==> src/rtl/control_unit_pkg.sv <==
// Shared encodings for the multicycle control unit: FSM states, opcode/funct
// constants, ALU codes, mux selects and the per-state control word.
package control_unit_pkg;

  typedef enum logic [3:0] {
    S_FETCH,
    S_DECODE,
    S_MEMADR,
    S_MEMREAD,
    S_MEMWB,
    S_MEMWRITE,
    S_EXECUTE,
    S_ALUWB,
    S_BRANCH,
    S_ADDIEXEC,
    S_ADDIWB,
    S_JUMP
`ifdef CONTROL_UNIT_GPIO_EN
    , S_GPIOWB
`endif
  } state_t;

  localparam logic [5:0] OP_RTYPE = 6'h00;
  localparam logic [5:0] OP_J     = 6'h02;
  localparam logic [5:0] OP_BEQ   = 6'h04;
  localparam logic [5:0] OP_ADDI  = 6'h08;
  localparam logic [5:0] OP_LW    = 6'h23;
  localparam logic [5:0] OP_SW    = 6'h2B;
  localparam logic [5:0] OP_IN    = 6'h3F;

  localparam logic [5:0] FUNCT_ADD = 6'h20;
  localparam logic [5:0] FUNCT_SUB = 6'h22;
  localparam logic [5:0] FUNCT_AND = 6'h24;
  localparam logic [5:0] FUNCT_OR  = 6'h25;
  localparam logic [5:0] FUNCT_SLT = 6'h2A;

  localparam logic [2:0] ALU_ADD = 3'b010;
  localparam logic [2:0] ALU_SUB = 3'b110;
  localparam logic [2:0] ALU_AND = 3'b000;
  localparam logic [2:0] ALU_OR  = 3'b001;
  localparam logic [2:0] ALU_SLT = 3'b111;

  localparam logic       ADDR_PC      = 1'b0;
  localparam logic       ADDR_ALUOUT  = 1'b1;
  localparam logic [1:0] RDST_RT      = 2'd0;
  localparam logic [1:0] RDST_RD      = 2'd1;
  localparam logic [1:0] RDST_R31     = 2'd2;
  localparam logic [1:0] WD_ALUOUT    = 2'd0;
  localparam logic [1:0] WD_DATA      = 2'd1;
  localparam logic [1:0] WD_GPIO      = 2'd2;
  localparam logic       SRCA_PC      = 1'b0;
  localparam logic       SRCA_REG     = 1'b1;
  localparam logic [1:0] SRCB_B       = 2'd0;
  localparam logic [1:0] SRCB_FOUR    = 2'd1;
  localparam logic [1:0] SRCB_IMM     = 2'd2;
  localparam logic [1:0] SRCB_IMM_SH2 = 2'd3;
  localparam logic [1:0] PCSRC_ALURES = 2'd0;
  localparam logic [1:0] PCSRC_ALUOUT = 2'd1;
  localparam logic [1:0] PCSRC_JUMP   = 2'd2;

  typedef enum logic [1:0] {
    ALUOP_NONE,
    ALUOP_ADD,
    ALUOP_SUB,
    ALUOP_FUNCT
  } aluop_t;

  typedef struct packed {
    logic       i_or_d;
    logic       mem_write;
    logic       ir_write;
    logic [1:0] reg_dst;
    logic [1:0] mem_to_reg;
    logic       reg_write;
    logic       alu_src_a;
    logic [1:0] alu_src_b;
    aluop_t     alu_op;
    logic [1:0] pc_src;
    logic       pc_write;
    logic       branch;
  } ctrl_t;

  // Moore decode: every field not set for a state stays at zero.
  function automatic ctrl_t state_ctrl(input state_t s);
    ctrl_t c;
    c = '0;
    case (s)
      S_FETCH: begin
        c.i_or_d    = ADDR_PC;
        c.ir_write  = 1'b1;
        c.alu_src_a = SRCA_PC;
        c.alu_src_b = SRCB_FOUR;
        c.alu_op    = ALUOP_ADD;
        c.pc_src    = PCSRC_ALURES;
        c.pc_write  = 1'b1;
      end
      S_DECODE: begin
        c.alu_src_a = SRCA_PC;
        c.alu_src_b = SRCB_IMM_SH2;
        c.alu_op    = ALUOP_ADD;
      end
      S_MEMADR, S_ADDIEXEC: begin
        c.alu_src_a = SRCA_REG;
        c.alu_src_b = SRCB_IMM;
        c.alu_op    = ALUOP_ADD;
      end
      S_MEMREAD: c.i_or_d = ADDR_ALUOUT;
      S_MEMWB: begin
        c.reg_dst    = RDST_RT;
        c.mem_to_reg = WD_DATA;
        c.reg_write  = 1'b1;
      end
      S_MEMWRITE: begin
        c.i_or_d    = ADDR_ALUOUT;
        c.mem_write = 1'b1;
      end
      S_EXECUTE: begin
        c.alu_src_a = SRCA_REG;
        c.alu_src_b = SRCB_B;
        c.alu_op    = ALUOP_FUNCT;
      end
      S_ALUWB: begin
        c.reg_dst    = RDST_RD;
        c.mem_to_reg = WD_ALUOUT;
        c.reg_write  = 1'b1;
      end
      S_BRANCH: begin
        c.alu_src_a = SRCA_REG;
        c.alu_src_b = SRCB_B;
        c.alu_op    = ALUOP_SUB;
        c.pc_src    = PCSRC_ALUOUT;
        c.branch    = 1'b1;
      end
      S_ADDIWB: begin
        c.reg_dst    = RDST_RT;
        c.mem_to_reg = WD_ALUOUT;
        c.reg_write  = 1'b1;
      end
      S_JUMP: begin
        c.pc_src   = PCSRC_JUMP;
        c.pc_write = 1'b1;
      end
`ifdef CONTROL_UNIT_GPIO_EN
      S_GPIOWB: begin
        c.reg_dst    = RDST_RT;
        c.mem_to_reg = WD_GPIO;
        c.reg_write  = 1'b1;
      end
`endif
      default: ;
    endcase
    return c;
  endfunction

endpackage

==> src/rtl/control_unit_alu_decoder.sv <==
// ALU decoder: maps the state-derived ALUOp and the R-type funct field to an
// ALU_Control code, and flags funct values the datapath does not implement.
module alu_decoder
  import control_unit_pkg::*;
(
  input  aluop_t     i_alu_op,
  input  logic [5:0] i_funct,
  output logic [2:0] o_alu_control,
  output logic       o_funct_illegal
);

  logic [2:0] w_funct_ctl;

  // The illegal flag depends on funct alone; the caller qualifies it by state.
  always_comb begin
    w_funct_ctl     = ALU_AND;
    o_funct_illegal = 1'b0;
    case (i_funct)
      FUNCT_ADD: w_funct_ctl = ALU_ADD;
      FUNCT_SUB: w_funct_ctl = ALU_SUB;
      FUNCT_AND: w_funct_ctl = ALU_AND;
      FUNCT_OR:  w_funct_ctl = ALU_OR;
      FUNCT_SLT: w_funct_ctl = ALU_SLT;
      default:   o_funct_illegal = 1'b1;
    endcase
  end

  always_comb begin
    o_alu_control = 3'b000;
    case (i_alu_op)
      ALUOP_ADD:   o_alu_control = ALU_ADD;
      ALUOP_SUB:   o_alu_control = ALU_SUB;
      ALUOP_FUNCT: o_alu_control = w_funct_ctl;
      default:     o_alu_control = 3'b000;
    endcase
  end

endmodule

==> src/rtl/control_unit.sv <==
// Multicycle MIPS-style control FSM with Moore outputs decoded from the state
// register. Define CONTROL_UNIT_GPIO_EN to add the IN (0x3F) instruction.
module control_unit
  import control_unit_pkg::*;
(
  input  logic       clk,
  input  logic       reset,
  input  logic [5:0] Op,
  input  logic [5:0] Funct,
  input  logic       Zero,
  output logic       PC_En,
  output logic       I_or_D,
  output logic       Mem_Write,
  output logic       IR_Write,
  output logic [1:0] Reg_Dst,
  output logic [1:0] Mem_to_Reg,
  output logic       Reg_Write,
  output logic       ALU_Src_A,
  output logic [1:0] ALU_Src_B,
  output logic [2:0] ALU_Control,
  output logic [1:0] PC_Src,
  output logic       Illegal_Op
);

  state_t r_state;
  state_t w_next_state;
  ctrl_t  w_ctl;
  logic   w_op_illegal;
  logic   w_funct_illegal;
  logic   r_illegal;

  always_comb begin
    w_next_state = S_FETCH;
    w_op_illegal = 1'b0;
    case (r_state)
      S_FETCH: w_next_state = S_DECODE;
      S_DECODE: begin
        case (Op)
          OP_LW, OP_SW: w_next_state = S_MEMADR;
          OP_RTYPE:     w_next_state = S_EXECUTE;
          OP_BEQ:       w_next_state = S_BRANCH;
          OP_ADDI:      w_next_state = S_ADDIEXEC;
          OP_J:         w_next_state = S_JUMP;
`ifdef CONTROL_UNIT_GPIO_EN
          OP_IN:        w_next_state = S_GPIOWB;
`endif
          default:      w_op_illegal = 1'b1;
        endcase
      end
      S_MEMADR:   w_next_state = (Op == OP_SW) ? S_MEMWRITE : S_MEMREAD;
      S_MEMREAD:  w_next_state = S_MEMWB;
      S_EXECUTE:  w_next_state = S_ALUWB;
      S_ADDIEXEC: w_next_state = S_ADDIWB;
      default:    w_next_state = S_FETCH;
    endcase
  end

  always_ff @(posedge clk or posedge reset) begin
    if (reset) r_state <= S_FETCH;
    else       r_state <= w_next_state;
  end

  // Illegal_Op is sticky until reset; unsupported instructions retire as NOPs.
  always_ff @(posedge clk or posedge reset) begin
    if (reset) begin
      r_illegal <= 1'b0;
    end else if ((r_state == S_DECODE && w_op_illegal) ||
                 (r_state == S_EXECUTE && w_funct_illegal)) begin
      r_illegal <= 1'b1;
    end
  end

  assign w_ctl = state_ctrl(r_state);

  alu_decoder u_alu_decoder (
    .i_alu_op        (w_ctl.alu_op),
    .i_funct         (Funct),
    .o_alu_control   (ALU_Control),
    .o_funct_illegal (w_funct_illegal)
  );

  // Funct stays stable in the IR, so ALUWB can re-check it to drop the write.
  assign Reg_Write  = w_ctl.reg_write & ~reset &
                      ~(r_state == S_ALUWB && w_funct_illegal);
  assign Mem_Write  = w_ctl.mem_write & ~reset;
  assign PC_En      = w_ctl.pc_write | (w_ctl.branch & Zero);
  assign I_or_D     = w_ctl.i_or_d;
  assign IR_Write   = w_ctl.ir_write;
  assign Reg_Dst    = w_ctl.reg_dst;
  assign Mem_to_Reg = w_ctl.mem_to_reg;
  assign ALU_Src_A  = w_ctl.alu_src_a;
  assign ALU_Src_B  = w_ctl.alu_src_b;
  assign PC_Src     = w_ctl.pc_src;
  assign Illegal_Op = r_illegal;

endmodule

==> config.mk <==
export PLATFORM = sky130hd
export DESIGN_NAME = control_unit
export DESIGN_NICKNAME = d
export VERILOG_FILES = /design/src/rtl/control_unit_pkg.sv /design/src/rtl/control_unit_alu_decoder.sv /design/src/rtl/control_unit.sv
export SDC_FILE = /design/constraint.sdc
export NUM_CORES = 1
export LEC_CHECK = 0
export ABC_AREA = 1
export BUFFER_PORTS_ARGS = -buffer_cell sky130_fd_sc_hd__buf_2
export CAP_MARGIN = 20
export CORE_AREA = 2 2 42 44
export CTS_CLUSTER_DIAMETER = 100
export DETAILED_ROUTE_END_ITERATION = 8
export DIE_AREA = 0 0 44 46
export GPL_ROUTABILITY_DRIVEN = 0
export PLACE_DENSITY_LB_ADDON = 0.15
export SLEW_MARGIN = 20
export SYNTH_ARGS = -nofsm -noshare
export SYNTH_HDL_FRONTEND = slang
export SYNTH_SLANG_ARGS = --single-unit
==> constraint.sdc <==
create_clock -name clk -period 1.04 [get_ports clk]
set_input_delay 0.104 -clock clk [delete_from_list [all_inputs] [get_ports clk]]
set_output_delay 0.104 -clock clk [all_outputs]
set_load 0.03 [all_outputs]
==> metrics.cfg <==
[logic_synthesis]
synth-seq-area-share_pct = 21.9
yosysUniqueCellTypes = 18
ys_seq_elements = 5
yosys.area.top_type = dfrtp_1
post-synth-top-count-cell = nand2_1
synth_ff_type = dfrtp_1
synth_top_area_share_pct = 21.9
synth_area_per_cell_um2 = 5.49
yosysWarnings = 0
synthCells = 104
yosys-top-cells-count = nand2_1 (23), nor2_1 (22), inv_1 (20)
synth_edf_count = 0
synth.area.top_cells = dfrtp_1 (22%), nand2_1 (15%), nor2_1 (14%)
synth_area_um2 = 571
async_reset_ff_share_pct = 100

[flow_run]
maxCapViolCount = 0

[global_routing]
grt_pass1_wl_mm = 2.97
grt_use_total_pct = 19.8
grt_max_degree = 6
antenna_found_initial = 0
gr-total-overflow = 0
grt_pass1_vias = 775

[floorplan]
io_pins = 33
row_count = 15
initial_core_util_pct = 35.3
die_y_um = 46
die_w_um = 44
core_mm2 = 0.00161
dieArea_mm2 = 0.00202

[worst_setup_path]
crit_type = register to output pin
slowest_delay_ps = 450
cp_num_buf_inv = 2
cp.arrival_ps = 1410
start_kind = register
cp_top_family = flip-flops
worstPathMaxFanout = 5
cpMaxStageDelayCell = dfrtp_2
cp.required_ps = 940
crit_top_cell = o21ai_2
crit_chain = nand2_1 > inv_1 > nand2_2 > o21ai_2 > o21ai_2 > nor2_4 > buf_6
cp-end-kind = output pin

[timing]
timing.final.crit_share_pct = 145
fin_crit_ps = 1510
skew_ps = 7.61
fmax_mhz = 662
slew_viol_final = 0
setup_ws_ps = -471
setup_violations = 20
hold_viol = 0
rsz0062_at_grt = yes

[layout]
regArea_um2 = 126
final_cell_area_mm2 = 0.00122
area_delta_synth_final_pct = 113
multi_input_area_um2 = 509
layoutNonFillerInstCount = 181
diodes = 0
final_nets = 180
drive_above_1_share_pct = 58.5
fillers = 130

[outcome]
status = finished with violations
violations = negative setup slack

[cts]
clockBufferDepth = 2
cts_tree = yes
clk_pin_slew_ps = 50
clock-sinks = 5
cts_max_level = 1
clk_latency_ps = 250
cts_buffers = 3
cts-root-buf = clkbuf_4

[routing]
drtAntennaViolNets = 0
drc = 0
dr.pass1.iters = 4
drt-initial-drc-count = 6
num_vias = 836
wl_per_cell_um = 10.0
vias_per_cell = 4.62
wl_mm = 1.82

[placed_design]
place_inst = 175
dpl_worst_slack_ps = -302
port_buffers = 30
place_area_mm2 = 0.00102
dp_hpwl_mm = 1.45

[power]
leakagePower_uw = 0.000655
powerDensity_mw_per_mm2 = 2150
vdd_drop_max_mv = 1.14

[min_path]
hold_class = input port to register

sequential cells by signal, indices dropped and copies added, names as in the netlist:
| register | cells |
|---|---|
| Illegal_Op | 1 |
| r_state | 4 |
layout by cell type (no fill, tap or decap), types with 2 or more instances in the layout:
cell      instances
a21oi_1           2
a21oi_2           2
buf_2            15
buf_4            24
buf_6            17
clkbuf_4          3
conb_1            2
dfrtp_1           4
inv_1            15
inv_2             5
nand2_1          15
nand2_2           6
nand2_4           2
nand3_1           9
nand3b_1          2
nor2_1           14
nor2_2            2
nor2_4            8
o21ai_0           2
o21ai_2           4
metal layers:
layer,global-route usage [%],routed length (µm),part of all wire (%),up-vias
met2,40.0,1040,57,22
met1,20.3,695,38,370
met3,1.19,67,3.7,2
met4,9.09,19,1.0,0
met5,0,0,0,-
li1,-,-,-,442
report_power, final:
group | internal [µW] | switching [µW] | leakage (µW)
registers | 246 | 61.1 | 0.0000603
logic | 943 | 1130 | 0.000577
clock network | 140 | 89.3 | 0.0000177
layout make-up:
type | instances | area share [%]
inverters | 20 | 6.17
well taps | 17 | 1.75
clock buffers | 3 | 1.85
clock inverters | 1 | 0.412
multi-input cells | 78 | 41.9
repair buffers | 57 | 37.6
flip-flops and latches | 5 | 10.4
logic make-up (layout without fill, tap and decap cells):
family | Yosys count | count (layout) | share of synthesized area (%)
AND/OR/NAND/NOR | 61 | 61 | 46.7
buffers and inverters | 22 | 81 | 15.8
AO/OA/AOI/OAI | 15 | 15 | 14.9
flip-flops | 5 | 5 | 21.9
other | 1 | 2 | 0.657
worst reg2reg max path: stages, from the launching register on:
cell	delay (ps)
dfrtp_1	400
inv_2	100
nand2_2	130
inv_1	120
nand2_2	70
buf_4	140
o211ai_1	170
stage by stage:
stage          utilization, %  hold slack, ps  total power (µW)  setup TNS (ps)
5_1_grt                  75.3             237              2800           -7780
6_report                 75.3             208              2610           -6250
2_1_floorplan               -            -102              1360           -1780
3_5_place_dp             62.9             155              1950           -3270
3_3_place_gp             62.9             158              1930           -3060
4_1_cts                  72.2             207              2490           -6430
worst paths after layout:
check / depth (start not counted) / slack, ps / endpoint / startpoint
max: 7 / -470 / Reg_Write / r_state[1]$_DFF_PP0_
min: 4 / 210 / r_state[2]$_DFF_PP0_ / Op[4]
max reg2reg: 6 / -160 / r_state[2]$_DFF_PP0_ / r_state[2]$_DFF_PP0_
min reg2reg: 4 / 530 / Illegal_Op$_DFFE_PP0P_ / Illegal_Op$_DFFE_PP0P_
max in group asynchronous: 4 / 450 / r_state[1]$_DFF_PP0_ / reset
min in group asynchronous: 4 / 470 / r_state[2]$_DFF_PP0_ / reset
what timing repair did:
| item | in CTS | in global routing |
|---|---|---|
| endpoints found under the setup margin | 20 | 20 |
| pin swaps | 5 | 8 |
| setup buffers | 1 | 1 |
| endpoints found under the hold margin | 5 | 0 |
| hold buffers | 1 | 0 |
| gates resized for setup | 40 | 15 |
Power figures use the tool's default switching activity.
